### src/rtl/f3m_mult_serial_pkg.sv
// f3m_mult_serial_pkg: GF(3^M) field constants, trit codes and trit helpers shared by the GF(3^M) blocks.
// The illegal-trit helper exists only when F3M_MULT_CHECK_EN is defined.
package f3m_mult_serial_pkg;

    localparam int M     = 97;
    localparam int WIDTH = 2*M-1;
    localparam logic [2*M+1:0] PX = 196'h4000000000000000000000000000000000000000001000002;

    localparam logic [1:0] TRIT0 = 2'b00;
    localparam logic [1:0] TRIT1 = 2'b01;
    localparam logic [1:0] TRIT2 = 2'b10;

    typedef enum logic {IDLE, RUN} state_t;

    function automatic logic [1:0] trit_add(input logic [1:0] a, input logic [1:0] b);
        logic [2:0] s;
        s = {1'b0, a} + {1'b0, b};
        return (s >= 3'd3) ? 2'(s - 3'd3) : s[1:0];
    endfunction

    // k*X per trit: 2*X is X with the 01/10 codes swapped
    function automatic logic [WIDTH:0] trit_scale(input logic [1:0] k, input logic [WIDTH:0] x);
        logic [WIDTH:0] r;
        for (int i = 0; i < M; i++)
            r[2*i +: 2] = (k == TRIT1) ? x[2*i +: 2] : (k == TRIT2) ? {x[2*i], x[2*i+1]} : TRIT0;
        return r;
    endfunction

`ifdef F3M_MULT_CHECK_EN
    function automatic logic has_illegal(input logic [WIDTH:0] x);
        logic r;
        r = 1'b0;
        for (int i = 0; i < M; i++)
            r = r | (&x[2*i +: 2]);
        return r;
    endfunction
`endif

endpackage

### src/rtl/f3m_add.sv
// f3m_add: combinational GF(3^M) adder, trit-wise addition mod 3.
module f3m_add
    import f3m_mult_serial_pkg::*;
(
    input  logic [WIDTH:0] i_a,
    input  logic [WIDTH:0] i_b,
    output logic [WIDTH:0] o_c
);

    for (genvar g = 0; g < M; g++) begin : g_trit
        assign o_c[2*g +: 2] = trit_add(i_a[2*g +: 2], i_b[2*g +: 2]);
    end

endmodule

### src/rtl/f3m_mul_x.sv
// f3m_mul_x: combinational multiply by x modulo P(x); reusable by the cubing and inversion stages.
module f3m_mul_x
    import f3m_mult_serial_pkg::*;
(
    input  logic [WIDTH:0] i_a,
    output logic [WIDTH:0] o_c
);

    logic [1:0]     w_t;
    logic [WIDTH:0] w_shl;
    logic [WIDTH:0] w_red;

    assign w_t   = i_a[WIDTH -: 2];
    assign w_shl = {i_a[WIDTH-2:0], TRIT0};
    // x^M = -P_low, so the overflow trit folds back as (-t)*P_low
    assign w_red = trit_scale({w_t[0], w_t[1]}, PX[WIDTH:0]);

    f3m_add u_add (
        .i_a (w_shl),
        .i_b (w_red),
        .o_c (o_c)
    );

endmodule

### src/rtl/f3m_mult_serial.sv
// f3m_mult_serial: trit-serial GF(3^M) multiplier, C = A*B mod P(x), one trit of B per clock MSB-first.
// Define F3M_MULT_CHECK_EN to flag operands containing the illegal 11 trit code on o_err.
module f3m_mult_serial
    import f3m_mult_serial_pkg::*;
(
    input  logic           i_clk,
    input  logic           i_reset,
    input  logic           i_start,
    input  logic [WIDTH:0] i_a,
    input  logic [WIDTH:0] i_b,
    output logic           o_busy,
    output logic           o_done,
    output logic [WIDTH:0] o_c,
    output logic           o_err
);

    localparam int CW = $clog2(M);

    state_t          r_state;
    state_t          w_state_nxt;
    logic [WIDTH:0]  r_ar;
    logic [WIDTH:0]  r_br;
    logic [WIDTH:0]  r_acc;
    logic [WIDTH:0]  r_c;
    logic [CW-1:0]   r_cnt;
    logic            r_busy;
    logic            r_done;
    logic            w_accept;
    logic            w_last;
    logic [1:0]      w_bt;
    logic [WIDTH:0]  w_accx;
    logic [WIDTH:0]  w_pp;
    logic [WIDTH:0]  w_sum;

    assign w_bt = r_br[{r_cnt, 1'b0} +: 2];
    assign w_pp = trit_scale(w_bt, r_ar);

    f3m_mul_x u_mul_x (
        .i_a (r_acc),
        .o_c (w_accx)
    );

    f3m_add u_acc_add (
        .i_a (w_accx),
        .i_b (w_pp),
        .o_c (w_sum)
    );

    always_ff @(posedge i_clk) begin
        if (i_reset)
            r_state <= IDLE;
        else
            r_state <= w_state_nxt;
    end

    always_comb begin
        w_accept    = (r_state == IDLE) && i_start;
        w_last      = (r_state == RUN) && (r_cnt == '0);
        w_state_nxt = w_accept ? RUN : w_last ? IDLE : r_state;
    end

    always_ff @(posedge i_clk) begin
        if (i_reset) begin
            r_ar   <= '0;
            r_br   <= '0;
            r_acc  <= '0;
            r_c    <= '0;
            r_cnt  <= '0;
            r_busy <= 1'b0;
            r_done <= 1'b0;
        end else begin
            r_done <= w_last;
            if (w_accept) begin
                r_ar   <= i_a;
                r_br   <= i_b;
                r_acc  <= '0;
                r_cnt  <= CW'(M-1);
                r_busy <= 1'b1;
            end else if (r_state == RUN) begin
                r_acc <= w_sum;
                r_cnt <= r_cnt - 1'b1;
                if (w_last) begin
                    r_c    <= w_sum;
                    r_busy <= 1'b0;
                end
            end
        end
    end

`ifdef F3M_MULT_CHECK_EN
    logic r_err;

    always_ff @(posedge i_clk) begin
        if (i_reset)
            r_err <= 1'b0;
        else if (w_accept)
            r_err <= has_illegal(i_a) | has_illegal(i_b);
    end

    assign o_err = r_err;
`else
    assign o_err = 1'b0;
`endif

    assign o_busy = r_busy;
    assign o_done = r_done;
    assign o_c    = r_c;

endmodule

### config.mk
export PLATFORM = sky130hd
export DESIGN_NAME = f3m_mult_serial
export DESIGN_NICKNAME = d
export VERILOG_FILES = /design/src/rtl/f3m_mult_serial_pkg.sv /design/src/rtl/f3m_add.sv /design/src/rtl/f3m_mul_x.sv /design/src/rtl/f3m_mult_serial.sv
export SDC_FILE = /design/constraint.sdc
export NUM_CORES = 2
export LEC_CHECK = 0
export ABC_CLOCK_PERIOD_IN_PS = 10950
export CORE_MARGIN = 2
export CORE_UTILIZATION = 59
export DETAILED_ROUTE_END_ITERATION = 10
export HOLD_SLACK_MARGIN = 0.15
export PLACE_DENSITY = 0.86
export SLEW_MARGIN = 20
export SYNTH_ARGS = -nofsm -noshare
export SYNTH_HDL_FRONTEND = slang
export SYNTH_SLANG_ARGS = --single-unit
### constraint.sdc
create_clock -name i_clk -period 10.95 [get_ports i_clk]
set_input_delay 1.6425 -clock i_clk [delete_from_list [all_inputs] [get_ports i_clk]]
set_output_delay 1.6425 -clock i_clk [all_outputs]
set_load 0.1 [all_outputs]
# Word level (Yosys, flattened, before mapping)
# Index checks and enable logic that the tools add are counted.
dict set report totals {
  ram_bits 0
  latchBits 0
  romBits 0
  input_bits 391
  mem_count 0
  out_inout_bits 197
  wordCells 909
  ff_bits 786
}
dict set report classes {
  mul 0
  eq_ne 4
  n_reduce_logical 8
  bitwise 2
  addsub 293
  magnitude_cmp 194
  muxes 398
  n_shift 1
  div 0
}
# cell n
set ops {}
lappend ops {{2-to-1 mux 2 bit} 391}
lappend ops {{subtractor 2 bit (second input constant)} 194}
lappend ops {{adder 2 x 2 -> 3 bit} 98}
lappend ops {{greater-or-equal comparator 3 x 2 -> 1 bit (second input constant)} 98}
lappend ops {{variable part select 194 x 9 -> 2 bit} 1}
lappend ops {{greater-or-equal comparator 2 bit (second input constant)} 96}
lappend ops {{2-to-1 mux 7 bit} 2}
lappend ops {{logical NOT 7 bit} 1}
lappend ops {{subtractor 7 x 1 -> 7 bit (second input constant)} 1}
lappend ops {{2-to-1 mux 1 bit} 5}
lappend ops {{equality test 2 x 1 -> 1 bit (second input constant)} 2}
lappend ops {{equality test 2 bit (second input constant)} 2}
lappend ops {{nonzero test 2 bit} 2}
lappend ops {{AND reduction 3 bit} 1}
lappend ops {{logical AND 1 bit} 2}
lappend ops {{NOT 1 bit} 2}
lappend ops {{AND reduction 2 bit} 1}
lappend ops {{OR reduction 2 bit} 1}

# Longest topological paths before layout
dict set report logic_depth {
  word_depth 9
  depth_mapped 21
  ltp_nobuf 16
}

# Modules after synthesis
# Synthesis repeated with hierarchy kept, for this count alone.
dict set report unflattened {
  cells_unflattened 5808
  area_unflattened_um2 50051.8
}
# module area_each_um2 cells_per_inst instances seq_area_each_um2
set by_module_without_submodules {}
lappend by_module_without_submodules {f3m_mult_serial 30511.8 3582 1 15715.1}
lappend by_module_without_submodules {{f3m_add at u_mul_x.u_add} 9909.5 1120 1 0.0}
lappend by_module_without_submodules {{f3m_add at u_acc_add} 9611.7 1103 1 0.0}
lappend by_module_without_submodules {f3m_mul_x 18.8 3 1 0.0}

# Worst setup path before layout
# Ideal clock, no wire load.
dict set report synth_path {
  path_type {register to register}
  from {register r_cnt[1]}
  to {register r_acc[138]}
  n_path_buf 5
  path_slack_ns 6.779
  t_arrival_ns 4.086
  stages_incl_launch_ff 18
  required_ns 10.864
  setup_ns 0.086
  period_less_slack_ns 4.171
  path_cell_list {dfxtp_1 buf_6 buf_2 mux4_2 a2111o_1 a31oi_1 o221ai_1 and2_1 buf_6 buf_8 buf_6 a22o_1 ha_1 fa_1 ha_1 or3_1 a21o_1 a211oi_1}
}
dict set report synth_between {
  elab_chain_len 7
  elab_cells_between_ends 9
  cone_classes {2 x add/sub; 1 x order compare; 2 x eq/ne; 1 x shift; 3 x mux}
}
# item line
set synth_lines {}
lappend synth_lines {{start: declaration} f3m_mult_serial.sv:25} ;# logic [CW-1:0] r_cnt;
lappend synth_lines {{start signal: assignment} f3m_mult_serial.sv:77} ;# r_cnt <= CW'(M-1);
lappend synth_lines {{start signal: assignment} f3m_mult_serial.sv:81} ;# r_cnt <= r_cnt - 1'b1;
lappend synth_lines {{variable part select 194 x 9 -> 2 bit *} f3m_mult_serial.sv:35} ;# assign w_bt = r_br[{r_cnt, 1'b0} +: 2];
lappend synth_lines {{equality test 2 bit} f3m_mult_serial_pkg.sv:25} ;# r[2*i +: 2] = (k == TRIT1) ? x[2*i +: 2] : (k == TRIT2) ? {x[2*i], x[2*i+1]} : TRIT0;
lappend synth_lines {{2-to-1 mux 2 bit} f3m_mult_serial_pkg.sv:25}
lappend synth_lines {{2-to-1 mux 2 bit *} f3m_mult_serial_pkg.sv:25}
lappend synth_lines {{adder 2 x 2 -> 3 bit *} f3m_mult_serial_pkg.sv:17} ;# s = {1'b0, a} + {1'b0, b};
lappend synth_lines {{greater-or-equal comparator 3 x 2 -> 1 bit / subtractor 2 bit (equally long branches)} f3m_mult_serial_pkg.sv:18} ;# return (s >= 3'd3) ? 2'(s - 3'd3) : s[1:0];
lappend synth_lines {{2-to-1 mux 2 bit *} f3m_mult_serial_pkg.sv:18}
lappend synth_lines {{end signal: assignment} f3m_mult_serial.sv:80} ;# r_acc <= w_sum;
lappend synth_lines {{end: declaration} f3m_mult_serial.sv:23} ;# logic [WIDTH:0] r_acc;
# Mark *: on every way between the ends. The rest lies on a longest branch, timed or not.
# A chain may end at the register's enable or synchronous reset.

# Worst setup path in the final report
dict set report layout_path {
  from {register r_cnt[1]}
  to {register r_acc[186]}
}
# Same word-level chain as after synthesis.

==> metrics.cfg <==
[die]
die_y_um=259
boundaryPins=588
die_area_sq_um=67200
die_w_um=259
core_area_sq_um=64500
start_util=0.596
rows=93

[synthesis]
synth_area_leaders=dfxtp_1, nand2_1, ha_1
synthArstFlopShare=0
synth_edf_count=0
netlist_area_sq_um=38400
synth_flop_cell=dfxtp_1
syn_area_per_cell_sq_um=8.68
synth_warnings=0
yosysSeqAreaShare=0.409
synth_fp_nets=5116
synth_top_area_share=0.409
synth.distinct_cells=52
synth-seq-cells=785
synth_largest_area_cell=dfxtp_1
synthCells=4429

[placement]
io_buffer_count=586
hpwl_mm=94.7
routabilityCongestion=0.999
dpl_cell_area_sq_um=44300

[critical_path]
criticalPathCategory=flip-flop to flip-flop
required_ns=11.47
cp_max_fo=89
startpoint_type=flip-flop
cp-end-kind=flip-flop
arrival_ns=6.71

[cts]
clock_path_buffers=3
cts_root_buffer=clkbuf_16
post_cts_buffers=0
cts.reportedPaths.clkPinSlew_ns=0.06
ctsHoldBuffers=0
cts_htree_levels=3
cts_tree=done
cts_resized=0
clkSinkCount=785
cts_buffers=82
clkLatencyLatePin_ns=0.64

[timing]
period_share=0.565
min_period_ns=6.19
tns_ns=0
setup_viol_count_final=0
slew_headroom=0.206
clock_skew_ns=0.0263
worstMarginPinSlew_ns=1.19
max_freq_ghz=0.162
slew_violations=0
rsz0062_at_grt=no
finalHoldViolCount=0

[route]
viasPerCell=6.05
dr.pass1.iters=6
routed_wl_mm=130
wl_per_cell_um=22.4
drc=0
ant_nets=0
drt_iter0_markers=3440
num_vias=35100

[global_routing]
grt_max_degree=218
grt_overflow=0
track_usage=0.376
grt_pass1_vias=33000
antenna_found_initial=56
grt_pass1_wl_mm=194

[finish]
finalNetCount=5521
drive_above_1_share=0.0461
fillers=4858
area_growth_syn_to_layout_pct=22.8
multiInputGateArea_sq_um=21300
final_area_sq_um=47200
register_area_sq_um=15700

[pwr]
power.density_nw_per_um2=164
p_leak_nw=19.0
ir_drop_mv=0.134

[min_path]
hp-class=flip-flop to flip-flop

[outcome]
status=finished, final reports clean

[job]
maxCapViolCount=0

sequential cells by signal (all words and copies together), names as in the netlist:
| name | flops |
|---|---|
| r_state | 1 |
| o_done | 1 |
| r_br | 194 |
| r_cnt | 7 |
| r_acc | 194 |
| r_ar | 194 |
| o_c | 194 |
synthesized netlist by cell type, drive strengths merged, types with 2 or more instances:
cell / number
a211oi: 104
a21o: 32
a21oi: 491
a22o: 227
a31oi: 3
and2: 2
and3: 2
buf: 68
clkbuf: 225
dfxtp: 785
fa: 98
ha: 198
inv: 43
mux2: 8
mux2i: 79
mux4: 43
nand2: 955
nand2b: 38
nand3: 7
nand4: 2
nor2: 304
nor2b: 261
nor3: 103
nor4: 2
o211ai: 32
o21ai: 196
o221ai: 4
o22ai: 2
o311a: 2
o32a: 33
o32ai: 32
or3: 32
xnor2: 5
routing by layer:
layer | wire length [um] | up-vias | share of wire | GRT usage
met3 | 13100 | 382 | 0.10 | 0.0925
met5 | 204 | - | 0.0016 | 0
li1 | - | 16300 | - | -
met1 | 50200 | 16700 | 0.39 | 0.472
met4 | 8460 | 32 | 0.065 | 0.229
met2 | 58100 | 1719 | 0.45 | 0.588
metrics by stage:
stage          total power, mW  setup slack [ns]  utilization  cells  hold slack, ns
5_1_grt                   8.01              4.47        0.731   5782           0.473
3_3_place_gp              4.83              5.05        0.688   5605           0.432
4_1_cts                   7.71              4.87        0.730   5754           0.454
6_report                  7.73              4.76        0.732   5794           0.451
3_5_place_dp              4.88              4.89        0.688   5605           0.441
2_1_floorplan             4.38              6.78            -   4429           0.432
cell type report:
class / instances / share of cell area
Antenna cell: 40 / 0.00212
Clock buffer: 126 / 0.0523
Clock inverter: 23 / 0.00597
Inverter: 43 / 0.00342
Multi-Input combinational cell: 3308 / 0.451
Sequential cell: 785 / 0.333
Tap cell: 855 / 0.0227
Timing Repair Buffer: 614 / 0.130
cells by family after synthesis:
group / after synthesis / synth area share
adder cells (fa/ha/maj): 296 / 0.116
buffers and inverters: 336 / 0.0389
AO/OA/AOI/OAI: 1165 / 0.194
multiplexers: 130 / 0.0481
flip-flops: 785 / 0.409
AND/OR/NAND/NOR: 1710 / 0.193
other: 1 / 0.0000976
XOR/XNOR: 6 / 0.00137
report_power, final:
group          switching (mW)  total [mW]  internal, mW  leakage [nW]
registers               0.149        3.16          3.01          6.40
clock network            1.18        2.86          1.67          1.36
logic                    1.07        1.71         0.646          11.2
total                    2.40        7.73          5.33          19.0
placed cells by master, fill, tap and decap left out, types with 7 or more instances in the layout:
master / instances
a21oi_1: 490
fa_1: 98
nor2b_1: 260
nor2_1: 302
clkinv_2: 11
dfxtp_1: 782
o211ai_1: 32
clkbuf_1: 20
nand2_1: 955
clkdlybuf4s50_1: 582
clkbuf_8: 23
ha_1: 198
or3_1: 32
nand3_1: 7
mux4_2: 43
nor3_1: 102
inv_1: 42
clkbuf_16: 83
nand2b_1: 36
a22o_1: 227
o21ai_0: 196
mux2_2: 8
buf_4: 26
a21o_1: 32
a211oi_1: 104
mux2i_1: 79
o32ai_1: 32
diode_2: 40
o32a_1: 33
critical path: stages (launching register included):
cell and delay [ns]:
dfxtp_4 0.91, mux4_2 0.59, o221ai_1 0.28, a21oi_1 0.08
a31oi_1 0.20, o221ai_1 0.24, nor2_4 0.81, buf_4 0.90
a22o_1 0.27, ha_1 0.17, fa_1 0.44, ha_1 0.21
or3_1 0.42, a21o_1 0.21, a211oi_1 0.25
path summary, 6_finish.rpt:
check	from	end	slack [ns]	cells past startpoint
setup reg to reg	r_cnt[1]	r_acc[186]	4.76	14
hold reg to reg	o_c[36]	o_c[36]	0.45	2
hold / removal	o_c[36]	o_c[36]	0.45	2
setup / recovery	r_cnt[1]	r_acc[186]	4.76	14
Power figures use the tool's default switching activity.
